`config.mk`:
```
export PLATFORM = sky130hd
export DESIGN_NAME = imem_prefetch_buffer
export DESIGN_NICKNAME = d
export VERILOG_FILES = /design/src/rtl/imem_prefetch_buffer.sv
export SDC_FILE = /design/constraint.sdc
export NUM_CORES = 1
export LEC_CHECK = 0
export ABC_AREA = 1
export ABC_CLOCK_PERIOD_IN_PS = 2300
export CAP_MARGIN = 20
export CORE_MARGIN = 4
export CORE_UTILIZATION = 56
export CTS_BUF_LIST = sky130_fd_sc_hd__clkbuf_16
export CTS_CLUSTER_DIAMETER = 60
export DETAILED_ROUTE_END_ITERATION = 8
export PLACE_DENSITY = 0.8
export SLEW_MARGIN = 20
export SYNTH_ARGS = -nofsm -noshare
export SYNTH_HDL_FRONTEND = slang
export SYNTH_SLANG_ARGS = --single-unit
```
`constraint.sdc`:
```
create_clock -name clk -period 2.3 [get_ports clk]
set_clock_uncertainty 0.1 [all_clocks]
set_input_delay 0.23 -clock clk [delete_from_list [all_inputs] [get_ports clk]]
set_output_delay 0.23 -clock clk [all_outputs]
set_load 0.005 [all_outputs]
```
`src/rtl/imem_prefetch_buffer.sv`:
```
// imem_prefetch_buffer: sequential instruction prefetch FIFO with redirect/drain handling.
// Define IMEM_PREFETCH_PERF_EN to add saturating redirect and stall counters.
`ifndef RISCV_ADDR_WIDTH
`define RISCV_ADDR_WIDTH 32
`endif
`ifndef RISCV_WORD_WIDTH
`define RISCV_WORD_WIDTH 32
`endif
module imem_prefetch_buffer #(
  parameter int DEPTH = 4,
  parameter logic [`RISCV_ADDR_WIDTH-1:0] RESET_ADDR = '0
) (
  input  logic                         clk,
  input  logic                         rst_n,
  input  logic                         redirect_i,
  input  logic [`RISCV_ADDR_WIDTH-1:0] redirect_addr_i,
  output logic                         instr_valid_o,
  input  logic                         instr_ready_i,
  output logic [`RISCV_WORD_WIDTH-1:0] instr_o,
  output logic [`RISCV_ADDR_WIDTH-1:0] instr_addr_o,
  output logic                         mem_valid_o,
  input  logic                         mem_ready_i,
  output logic [`RISCV_ADDR_WIDTH-1:0] mem_addr_o,
  output logic [`RISCV_WORD_WIDTH-1:0] mem_wdata_o,
  output logic [3:0]                   mem_we_o,
  input  logic [`RISCV_WORD_WIDTH-1:0] mem_rdata_i
`ifdef IMEM_PREFETCH_PERF_EN
  ,
  output logic [31:0]                  perf_redirect_cnt_o,
  output logic [31:0]                  perf_stall_cnt_o
`endif
);
  localparam int A = `RISCV_ADDR_WIDTH;
  localparam int W = `RISCV_WORD_WIDTH;
  localparam int PW = $clog2(DEPTH);
  typedef enum logic {RUN, DRAIN} state_t;
  state_t state, state_nx;
  logic live;
  logic [PW:0] count;
  logic [PW-1:0] rd_ptr, wr_ptr;
  logic [A-1:0] fetch_pc, fetch_pc_nx, pending_pc, pending_pc_nx, redirect_pc;
  logic [W-1:0] data_q [DEPTH];
  logic [A-1:0] pc_q [DEPTH];
  logic accept, pop, push, unused_bits;
  assign unused_bits = ^redirect_addr_i[1:0];
  assign redirect_pc = {redirect_addr_i[A-1:2], 2'b00};
  // live keeps the request low while in reset; count<=DEPTH so its MSB flags full
  assign mem_valid_o = live && (state == DRAIN || !count[PW]);
  assign mem_addr_o = fetch_pc;
  assign mem_wdata_o = '0;
  assign mem_we_o = 4'b0000;
  assign accept = mem_valid_o && mem_ready_i;
  assign instr_valid_o = count != '0;
  assign pop = instr_valid_o && instr_ready_i;
  assign push = accept && state == RUN && !redirect_i;
  assign instr_o = data_q[rd_ptr];
  assign instr_addr_o = pc_q[rd_ptr];
  always_comb begin
    state_nx = state;
    fetch_pc_nx = fetch_pc;
    pending_pc_nx = pending_pc;
    if (state == RUN) begin
      if (redirect_i && mem_valid_o && !mem_ready_i) begin
        state_nx = DRAIN;
        pending_pc_nx = redirect_pc;
      end else if (redirect_i) fetch_pc_nx = redirect_pc;
      else if (accept) fetch_pc_nx = fetch_pc + A'(4);
    end else if (accept) begin
      state_nx = RUN;
      fetch_pc_nx = redirect_i ? redirect_pc : pending_pc;
    end else if (redirect_i) pending_pc_nx = redirect_pc;
  end
  always_ff @(posedge clk or negedge rst_n) begin
    if (!rst_n) begin
      state <= RUN;
      live <= 1'b0;
      fetch_pc <= RESET_ADDR;
      pending_pc <= RESET_ADDR;
      count <= '0;
      rd_ptr <= '0;
      wr_ptr <= '0;
    end else begin
      state <= state_nx;
      live <= 1'b1;
      fetch_pc <= fetch_pc_nx;
      pending_pc <= pending_pc_nx;
      if (redirect_i) begin
        count <= '0;
        rd_ptr <= '0;
        wr_ptr <= '0;
      end else begin
        count <= count + (PW+1)'(push) - (PW+1)'(pop);
        if (push) wr_ptr <= wr_ptr + PW'(1);
        if (pop) rd_ptr <= rd_ptr + PW'(1);
      end
    end
  end
  always_ff @(posedge clk or negedge rst_n) begin
    if (!rst_n) begin
      for (int i = 0; i < DEPTH; i++) begin
        data_q[i] <= '0;
        pc_q[i] <= '0;
      end
    end else if (push) begin
      data_q[wr_ptr] <= mem_rdata_i;
      pc_q[wr_ptr] <= fetch_pc;
    end
  end
`ifdef IMEM_PREFETCH_PERF_EN
  always_ff @(posedge clk or negedge rst_n) begin
    if (!rst_n) begin
      perf_redirect_cnt_o <= '0;
      perf_stall_cnt_o <= '0;
    end else begin
      if (redirect_i && perf_redirect_cnt_o != '1) perf_redirect_cnt_o <= perf_redirect_cnt_o + 32'd1;
      if (instr_ready_i && !instr_valid_o && perf_stall_cnt_o != '1) perf_stall_cnt_o <= perf_stall_cnt_o + 32'd1;
    end
  end
`endif
endmodule

```
# [Word-level counts from Yosys, hierarchy flattened]
# Index checks and enable logic that the tools add are counted.
# W data, S select, Z words.
[op_classes] order_cmp=3 addsub=5 eq_ne=3 n_mux=27 n_reduce_logical=19 n_bitwise=3
[ops] op="$mux W32" n=14
[ops] op="$bwmux W128" n=2
[ops] op="$bmux W32 S2" n=2
[ops] op="$demux W32 S2" n=1
[ops] op="$add A32 B3 Y32 const B" n=1
[ops] op="$logic_and A1 B1 Y1" n=8
[ops] op="$mux W2" n=4
[ops] op="$reduce_bool A2 Y1" n=4
[ops] op="$ge A3 B3 Y1 const B" n=2
[ops] op="$not A2 Y3" n=2
[ops] op="$add A2 B1 Y2 const B" n=2
[ops] op="$ne A2 B2 Y1 const B" n=2
[ops] op="$add A3 B1 Y3" n=1
[ops] op="$logic_not A1 Y1" n=3
[ops] op="$lt A3 B1 Y1 const B" n=1
[ops] op="$mux W1" n=3
[ops] op="$mux W3" n=1
[ops] op="$reduce_and A3 Y1" n=1
[ops] op="$reduce_bool A3 Y1" n=1
[ops] op="$sub A3 B1 Y3" n=1
[ops] op="$ne A2 B1 Y1 const B" n=1
[ops] op="$reduce_and A2 Y1" n=1
[ops] op="$logic_or A1 B1 Y1" n=1
[ops] op="$not A1 Y1" n=1
[word_totals] regBits=329 input_bits=69 out_inout_bits=134 elab_cells=75

# [Longest topological paths before layout]
# Gate-level depths: netlist (run 1).
[depth] ltp_word=9 mapped_depth=11 depth_no_buf=11

# [Worst setup path after synthesis (run 1)]
# OpenSTA, ideal clock, no wires.
[synth_path] path_kind="reg-to-reg" startpoint="reg count[2]" endpoint="reg count[2]" path_stages_with_launch=10 setup_ns=0.124 synth_period_minus_slack_ns=2.039 path_buffers=0 path_slack_ns=0.261 t_required_ns=2.076 arrival_ns=1.814 cell_sequence="dfrtp_1 a21oi_4 nand3_2 ha_1 inv_1 ha_1 inv_1 fa_1 o21ai_0 a21oi_1"
[synth_between] elab_chain_len=9 word_cells_on_any_way=11 classes_between="add/sub (2); mux (1); reduce/logical (8)"
[synth_rtl] element="start, declared" line="39" source="logic [PW:0] count;"
[synth_rtl] element="start signal, assigned" line="92" source="count <= count + (PW+1)'(push) - (PW+1)'(pop);"
[synth_rtl] element="$logic_not A1 Y1" line="48" source="assign mem_valid_o = live && (state == DRAIN || !count[PW]);"
[synth_rtl] element="$logic_or A1 B1 Y1" line="48"
[synth_rtl] element="$logic_and A1 B1 Y1" line="48"
[synth_rtl] element="net mem_valid_o" line="21" source="output logic mem_valid_o,"
[synth_rtl] element="$logic_and A1 B1 Y1" line="52" source="assign accept = mem_valid_o && mem_ready_i;"
[synth_rtl] element="$logic_and A1 B1 Y1 (2 in a row)" line="55" source="assign push = accept && state == RUN && !redirect_i;"
[synth_rtl] element="$add A3 B1 Y3" line="92"
[synth_rtl] element="$sub A3 B1 Y3" line="92"
[synth_rtl] element="$mux W3" line="87" source="if (redirect_i) begin"
# The timed path passes the listed nets, and every way through them passes these cells.
# A chain may end at the register's enable or synchronous reset.

# [Worst setup path after layout (run 1)]
[layout_path] startpoint="reg rd_ptr[0]" endpoint="out instr_addr_o[17]"
[layout_between] elab_chain_len=4
[layout_rtl] element="start, declared" line="40" source="logic [PW-1:0] rd_ptr, wr_ptr;"
[layout_rtl] element="start signal, assigned" line="94" source="if (pop) rd_ptr <= rd_ptr + PW'(1);"
[layout_rtl] element="$not A2 Y3 (implied by the code)" line="57" source="assign instr_addr_o = pc_q[rd_ptr];"
[layout_rtl] element="$bmux W32 S2" line="57"
[layout_rtl] element="$mux W32 (implied by the code) (2 in a row)" line="57"
[layout_rtl] element="end, declared" line="20" source="output logic [`RISCV_ADDR_WIDTH-1:0] instr_addr_o,"
# Every way passes these cells. The select of a mux whose other input is x is not followed.

==> impl_metrics.toml, run 1 <==
[global_routing]
grt_use_total_pct = 27.0
grt_pass1_vias = 13270
met1_usage_pct = 37.6
met3_usage_pct = 4.24
use_met2_pct = 44.5
gr-total-overflow = 0
grt_pass1_wl_um = 68700
grt.busiest_layer = "met2"
antenna_found_initial = 1
grt_max_degree = 95

[sta]
rsz0062_at_grt = "yes"
fmax_ghz = 0.421
setup_viol = 14
worst_pin_slew_ps = 551
fin_tns_setup_ps = -358
layout_min_cycle_time_ps = 2380
final.setup.worst_slack_ps = -75.9
relSlewSlack_pct = 63.2
hold_viol = 0
drv_slew = 0
period_share_pct = 103

[floorplanning]
io_pins = 203
core_area_sq_um = 28100
initial_core_util_pct = 57.3
fp.dieH_um = 177
die_w_um = 177
dieArea_sq_um = 31500
rows = 61

[power]
irDropWorstVdd_uv = 720
leakagePower_nw = 9.26
seq_power_share_pct = 37.5
p_sw_share_pct = 37.2
power_switching_mw = 8.80
combPwrFrac_pct = 39.5
p_int_mw = 14.8
total_power_mw = 23.6
clkPwrFrac_pct = 23.0
pwr_density_cell_nw_per_um2 = 1210

[finish]
nNetsFinal = 2084
final_cell_area_sq_um = 19600
antenna_cells = 0
fillers = 2168
drive_gt1_share_pct = 20.4
finish.utilization_pct = 69.8
syn_to_final_growth_pct = 21.9

[cts]
clock_path_buffers = 3
clk_pin_slew_ps = 60
clkLatencyLatePin_ps = 510
cts_buffers = 36
cts_root_buf = "clkbuf_16"
cts_tree = "yes"
cts_sinks = 329
htree_levels = 2

[synth]
syn_area_sq_um = 16100
yosysUniqueCellTypes = 35
ys_seq_elements = 329
synthCells = 1858
avgSynthCellArea_sq_um = 8.66
seq_area_frac_synth_pct = 51.2
ys_warn_count = 0

[critical_path]
cp_data_arrival_time_ps = 2050
worstPathMaxFanout = 5
crit_chain = "buf_12, buf_16, buf_4, o21ai_4, o22ai_2, dlygate4sd2_1"
crit_family = "buffers and inverters"
cp_slowest_cell = "dfrtp_4"
worst_setup_path_start_kind = "flop"
crit_buf_inv = 4
path_class = "flop to output pin"
slowest_delay_ps = 540
critPathCaptureType = "output pin"
cp_data_required_time_ps = 1970

[run]
max-cap-violations = 0

[route]
drt-total-wl_um = 43500
wl_per_cell_um = 18.0
drc = 0
drt_pass1_iterations = 8
ant_nets = 0
drtIter0Drc = 1146
vias = 13654
vias_per_cell = 5.66

[place]
port_buffers = 164
gp_congestion = 0.890
placed_area_sq_um = 17700
hpwlAfterDp_um = 25300

[outcome]
violations = "setup timing"
status = "complete, but fails checks"

[min_path]
hold_class = "input pin to asynchronous set/reset pin"
-- kinds of logic after synthesis --
| kind of cell | share of synthesized area, % |
|---|---|
| adders and majority gates | 0.669 |
| DFF | 51.2 |
| other | 0.0467 |
| xor gates and xnor gates | 0.163 |
| AOI/OAI and AO/OA | 21.1 |
| buffers and inverters | 10.2 |
| and+or+nand+nor | 16.7 |
-- power groups by stage --
| stage | Sequential [mW] | Clock (mW) | Combinational [mW] |
|---|---|---|---|
| floorplan | 8.45 | 0 | 4.74 |
| global placement | 8.68 | 0 | 8.27 |
| detailed placement | 8.76 | 0 | 8.47 |
| CTS | 8.73 | 5.50 | 9.01 |
| global route | 9.07 | 5.76 | 10.2 |
| finish | 8.87 | 5.43 | 9.33 |
-- metrics by stage --
stage          instances  setup slack, ps  hold slack [ps]
6_report            2412            -75.9              168
5_1_grt             2412             -134              195
4_1_cts             2404             -203              166
3_5_place_dp        2320            -8.25              100
3_3_place_gp        2320             9.29             96.1
2_1_floorplan       1893              261             -166
-- worst reg2reg max path, delay by kind of cell (launching register included) --
kind | cells | cell delay [ps]
and+or+nand+nor | 3 | 350
buffers and inverters | 3 | 160
adders and majority gates | 3 | 760
DFF | 1 | 460
AOI/OAI and AO/OA | 2 | 220
-- cell usage after synthesis, drive strengths merged --
| cell type | count | share of area, % |
|---|---|---|
| xor2 | 3 | 0.16 |
| inv | 120 | 2.8 |
| o221ai | 2 | 0.11 |
| and2 | 1 | 0.039 |
| o21ai | 459 | 17 |
| fa | 1 | 0.12 |
| nand3 | 37 | 1.2 |
| nor3 | 1 | 0.031 |
| buf | 113 | 6.4 |
| ha | 7 | 0.54 |
| dfrtp | 329 | 51 |
| a21oi | 23 | 0.79 |
| nand4 | 1 | 0.039 |
| o211ai | 1 | 0.047 |
| o21a | 1 | 0.047 |
| a22oi | 3 | 0.14 |
| nand3b | 1 | 0.047 |
| a31oi | 4 | 0.16 |
| nor2 | 212 | 5.1 |
| clkbuf | 43 | 1.0 |
| conb | 2 | 0.047 |
| nand2 | 427 | 10 |
| o22ai | 67 | 2.6 |
-- cell type report --
cell class | count | area (sq um) | share of cell area, %
Sequential cell | 329 | 8240 | 42.0
Multi-Input combinational cell | 1288 | 6800 | 34.7
Timing Repair Buffer | 232 | 2520 | 12.9
Clock buffer | 37 | 926 | 4.72
Tap cell | 378 | 473 | 2.41
Inverter | 120 | 465 | 2.37
Clock inverter | 28 | 178 | 0.906
-- cells in the final DEF, fill, tap and decap left out, drive strengths merged, types with 20 or more instances in the layout --
master / Yosys / final
conb: 2 / 37
clkdlybuf4s50: 0 / 99
clkbuf: 43 / 74
clkinv: 0 / 20
nand2: 427 / 427
inv: 120 / 126
nand3: 37 / 37
dfrtp: 329 / 329
buf: 113 / 76
nor2: 212 / 212
a21oi: 23 / 23
o21ai: 459 / 459
o22ai: 67 / 67
-- repair_timing --
item	CTS	global route
resized for setup	182	214
hold buffers	1	0
endpoints found under the setup margin	64	61
hold endpoints to repair	178	0
pin swaps	20	18
gates cloned	13	2
setup buffers	5	6
-- sequential cells by signal, summed over array words and instances, names as in the netlist --
| name | cells |
|---|---|
| mem_addr_o | 32 |
| pending_pc | 32 |
| rd_ptr | 2 |
| pc_q | 128 |
| live | 1 |
| state | 1 |
| data_q | 128 |
| wr_ptr | 2 |
| count | 3 |
-- layer usage --
layer | wire length [um] | share of wire (%)
met1 | 18400 | 42
met2 | 20800 | 48
met3 | 3250 | 7.5
met4 | 1010 | 2.3
met5 | 17 | 0.039
-- path summary, 6_finish.rpt --
path	from	end	slack, ps	cells after the start
hold reg to reg	pending_pc[0]	pending_pc[0]	370	2
setup reg to reg	count[2]	count[2]	130	11
hold / removal	rst_n	data_q[56]	170	2
min in group clk	redirect_addr_i[25]	pending_pc[25]	200	3
max in group asynchronous	rst_n	rd_ptr[0]	1130	3
setup / recovery	rd_ptr[0]	instr_addr_o[17]	-80	6
(Power assumes the default switching activity.)
==> run 2: changes to the inputs <==
--- a/config.mk
+++ b/config.mk
@@ -14,6 +14,7 @@
 export CTS_CLUSTER_DIAMETER = 60
 export DETAILED_ROUTE_END_ITERATION = 8
 export PLACE_DENSITY = 0.8
+export SKIP_LAST_GASP = 1
 export SLEW_MARGIN = 20
 export SYNTH_ARGS = -nofsm -noshare
 export SYNTH_HDL_FRONTEND = slang
==> impl_metrics.toml, run 2 (same netlist as run 1, synthesis figures left out) <==
[route]
drt-total-wl_um = 43300
wl_per_cell_um = 17.9
drc = 0
vias_per_cell = 5.63
vias = 13612
drt_pass1_iterations = 5
drtIter0Drc = 1171
ant_nets = 0

[sta]
final.setup.worst_slack_ps = -126
rsz0062_at_grt = "yes"
hold_viol = 0
fmax_ghz = 0.412
relSlewSlack_pct = 63.2
hold_ws_ps = 166
period_share_pct = 105
setup_viol = 21
worst_pin_slew_ps = 551
drv_slew = 0
layout_min_cycle_time_ps = 2430

[global_routing]
grt_pass1_wl_um = 68500
use_met2_pct = 43.9
gr-total-overflow = 0
met3_usage_pct = 4.43
grt.busiest_layer = "met2"
grt_pass1_vias = 13217
met1_usage_pct = 37.5
grt_use_total_pct = 26.9
grt_max_degree = 95
antenna_found_initial = 1

[floorplanning]
fp.dieH_um = 177
core_area_sq_um = 28100
die_w_um = 177
io_pins = 203
initial_core_util_pct = 57.3
dieArea_sq_um = 31500
rows = 61

[critical_path]
worst_setup_path_start_kind = "flop"
critPathCaptureType = "output pin"
reg2reg_from = "count[2]"
path_class = "flop to output pin"
cp_data_required_time_ps = 1970
cp_slowest_cell = "dfrtp_4"
crit_chain = "clkinv_8, bufbuf_16, o21ai_0, o22ai_2, dlygate4sd2_1"
r2r_setup_slack_ps = 130
slowest_delay_ps = 550
rr_endpoint = "count[2]"
crit_family = "buffers and inverters"
cp_data_arrival_time_ps = 2100
crit_buf_inv = 3
worstPathMaxFanout = 14
worst-r2r-cell-count = 11

[cts]
cts_root_buf = "clkbuf_16"
cts_buffers = 36
clock_path_buffers = 3
clkLatencyLatePin_ps = 510
clk_pin_slew_ps = 60
cts_tree = "yes"
cts_sinks = 329
htree_levels = 2

[finish]
nNetsFinal = 2088
antenna_cells = 0
fin_cells = 2416
syn_to_final_growth_pct = 21.9
drive_gt1_share_pct = 18.0
final_common_cell = "nand2_1"
mostFrequentLayoutCells = "nand2_1 (419), dfrtp_1 (327), nor2_1 (183)"
final_cell_area_sq_um = 19600
top_regs = "data_q: 128 flops, pc_q: 128 flops"

[power]
total_power_mw = 23.6
pwr_density_cell_nw_per_um2 = 1200
leakagePower_nw = 9.45
irDropWorstVdd_uv = 721

[place]
placed_area_sq_um = 17700
post-place-cells = 2320
pre_cts_slack_ps = -8.25
port_buffers = 164
hpwlAfterDp_um = 25300
gp_congestion = 0.890

[run]
max-cap-violations = 0

[outcome]
status = "complete, but fails checks"
violations = "setup timing"

[min_path]
hold_class = "input pin to asynchronous set/reset pin"
[run 2: what timing repair did]
item,in CTS,in global routing
endpoints found under the hold margin,178,0
gates cloned,13,3
resized for setup,90,190
setup endpoints to repair,64,64
hold buffers,1,0
buffers inserted,5,9
pin swaps,18,8
[run 2: metal layers]
metal  up-vias  part of all wire [%]
li1       6395                     -
met1      6561                    43
met2       572                    48
met3        82                   7.1
met4         2                   2.2
met5         -                 0.039
[run 2: worst max path at each step]
stage	from	to	cells after the start
2_1_floorplan	count[2]	count[2]	9
3_3_place_gp	redirect_i	count[2]	10
3_5_place_dp	redirect_i	count[2]	10
4_1_cts	rd_ptr[0]	instr_addr_o[31]	5
5_1_grt	rd_ptr[0]	instr_addr_o[15]	5
6_report	rd_ptr[0]	instr_addr_o[15]	5
[run 2: cell type report]
cell class	count	area [sq um]
clock inverters	28	178
multi-input cells	1288	6680
inverters	120	465
repair inverters	1	8.76
repair buffers	235	2650
flip-flops and latches	329	8240
fillers	2163	8470
well taps	378	473
clock buffers	37	926
[run 2: per-stage QoR]
step	utilization [%]	TNS, ps
floorplan	-	0
global route	69.8	-3790
finish	69.8	-1280
detailed placement	63.0	-8.25
CTS	68.7	-8310
global placement	63.0	0
[run 2: where the power goes]
part | total [mW] | internal (mW) | switching (mW)
clock | 5.43 | 3.14 | 2.29
combinational | 9.33 | 4.26 | 5.06
sequential | 8.84 | 7.51 | 1.33
total | 23.6 | 14.9 | 8.68
==> run 3: changes to the inputs <==
--- a/config.mk
+++ b/config.mk
@@ -8,6 +8,7 @@
 export ABC_AREA = 1
 export ABC_CLOCK_PERIOD_IN_PS = 2300
 export CAP_MARGIN = 20
+export CORE_ASPECT_RATIO = 1.4
 export CORE_MARGIN = 4
 export CORE_UTILIZATION = 56
 export CTS_BUF_LIST = sky130_fd_sc_hd__clkbuf_16
@@ -15,7 +16,6 @@
 export DETAILED_ROUTE_END_ITERATION = 8
 export PLACE_DENSITY = 0.8
 export SKIP_LAST_GASP = 1
-export SLEW_MARGIN = 20
 export SYNTH_ARGS = -nofsm -noshare
 export SYNTH_HDL_FRONTEND = slang
 export SYNTH_SLANG_ARGS = --single-unit
==> impl_metrics.toml, run 3 (same netlist as run 1, synthesis figures left out) <==
[outcome]
status = "complete, but fails checks"
violations = "setup timing"

[floorplanning]
dieArea_sq_um = 31500
initial_core_util_pct = 56.6
core_area_sq_um = 28400
fp.dieH_um = 209
die_w_um = 151
io_pins = 203
rows = 73

[critical_path]
crit_chain = "buf_6, buf_12, o21ai_0, o22ai_2, clkdlybuf4s15_2"
crit_buf_inv = 3
worst_setup_path_start_kind = "flop"
critPathCaptureType = "output pin"
worstPathMaxFanout = 13
path_class = "flop to output pin"
cp_data_arrival_time_ps = 2030
cp_slowest_cell = "dfrtp_4"
cp_data_required_time_ps = 1970
slowest_delay_ps = 570
crit_family = "flip-flops"

[finish]
mostFrequentLayoutCells = "nand2_1 (419), dfrtp_1 (327), o21ai_1 (191)"
final_cell_area_sq_um = 19600
final_common_cell = "nand2_1"
nNetsFinal = 2087
drive_gt1_share_pct = 21.3
top_regs = "data_q: 128 flops, pc_q: 128 flops"
syn_to_final_growth_pct = 22.2

[route]
vias = 13689
drc = 0
drtIter0Drc = 944
vias_per_cell = 5.68
wl_per_cell_um = 18.1
drt-total-wl_um = 43600
ant_nets = 0
drt_pass1_iterations = 5

[place]
port_buffers = 164
pre_cts_slack_ps = 13.5
gp_congestion = 0.878
placed_area_sq_um = 17600
hpwlAfterDp_um = 24300

[sta]
hold_viol = 0
setup_viol = 8
final.setup.worst_slack_ps = -56.5
rsz0062_at_grt = "yes"
period_share_pct = 102
drv_slew = 0
worst_pin_slew_ps = 619
layout_min_cycle_time_ps = 2360
relSlewSlack_pct = 58.7
fin_tns_setup_ps = -281
hold_ws_ps = 81.3
fmax_ghz = 0.424

[global_routing]
antenna_found_initial = 0
gr-total-overflow = 0
grt_pass1_vias = 13513
grt_use_total_pct = 26.7
grt_max_degree = 85
grt_pass1_wl_um = 68000

[cts]
clock_path_buffers = 3
clkLatencyLatePin_ps = 560
htree_levels = 1
cts_root_buf = "clkbuf_16"
cts_buffers = 31
clk_pin_slew_ps = 70
cts_tree = "yes"
cts_sinks = 329

[power]
pwr_density_cell_nw_per_um2 = 1190
total_power_mw = 23.4
irDropWorstVdd_uv = 851
leakagePower_nw = 9.32

[min_path]
hold_class = "input pin to asynchronous set/reset pin"

[run]
max-cap-violations = 0
-- run 3: cell count changes in the layout (fill, tap and decap cells not counted), moves of 8 or more --
cell,previous run,this run
nor2_1,183,175
o21ai_1,172,191
buf_2,4,35
dlymetal6s2s_1,15,0
buf_4,34,19
o21ai_2,143,174
dlygate4sd2_1,13,0
o21ai_0,139,89
-- run 3: what timing repair did --
action,CTS,global route
setup buffers,19,2
hold buffers,1,0
endpoints found under the setup margin,64,59
gates cloned,14,8
resized for setup,305,181
pin swaps,34,36
endpoints found under the hold margin,329,0
-- run 3: metrics by stage --
stage / cells / utilization (%)
after floorplan: 1893 / -
after global placement: 2311 / 62.1
after detailed placement: 2311 / 62.1
after CTS: 2400 / 67.8
after global routing: 2407 / 69.2
final: 2408 / 69.2
-- run 3: layer usage --
layer | global-route usage (%) | part of all wire [%] | vias up
li1 | - | - | 6388
met1 | 35.1 | 39 | 6640
met2 | 45.2 | 50 | 544
met3 | 2.75 | 6.4 | 117
met4 | 10.7 | 4.0 | 0
met5 | 0 | 0 | -
-- run 3: worst paths after layout --
check	from	endpoint	slack (ps)	depth (start not counted)
setup / recovery	rd_ptr[0]	instr_addr_o[2]	-60	5
max in group asynchronous	rst_n	data_q[57]	1220	3
setup reg to reg	count[2]	count[2]	70	11
min in group clk	redirect_addr_i[29]	pending_pc[29]	130	3
hold reg to reg	pending_pc[0]	pending_pc[0]	370	2
hold / removal	rst_n	data_q[105]	80	2
-- run 3: cell type report --
cell class                      instances  area, sq um
Sequential cell                       329         8240
Fill cell                            2230         8760
Antenna cell                            1         2.50
Clock buffer                           31          776
Clock inverter                         24          174
Inverter                              120          465
Tap cell                              375          469
Timing Repair Buffer                  240         2700
Multi-Input combinational cell       1288         6830
-- run 3: report_power, final --
| part | leakage, nW | switching [mW] | total [mW] | internal, mW |
|---|---|---|---|---|
| logic | 4.50 | 5.20 | 9.56 | 4.36 |
| clock network | 0.501 | 2.16 | 4.91 | 2.75 |
| registers | 4.32 | 1.39 | 8.90 | 7.51 |
| total | 9.32 | 8.75 | 23.4 | 14.6 |
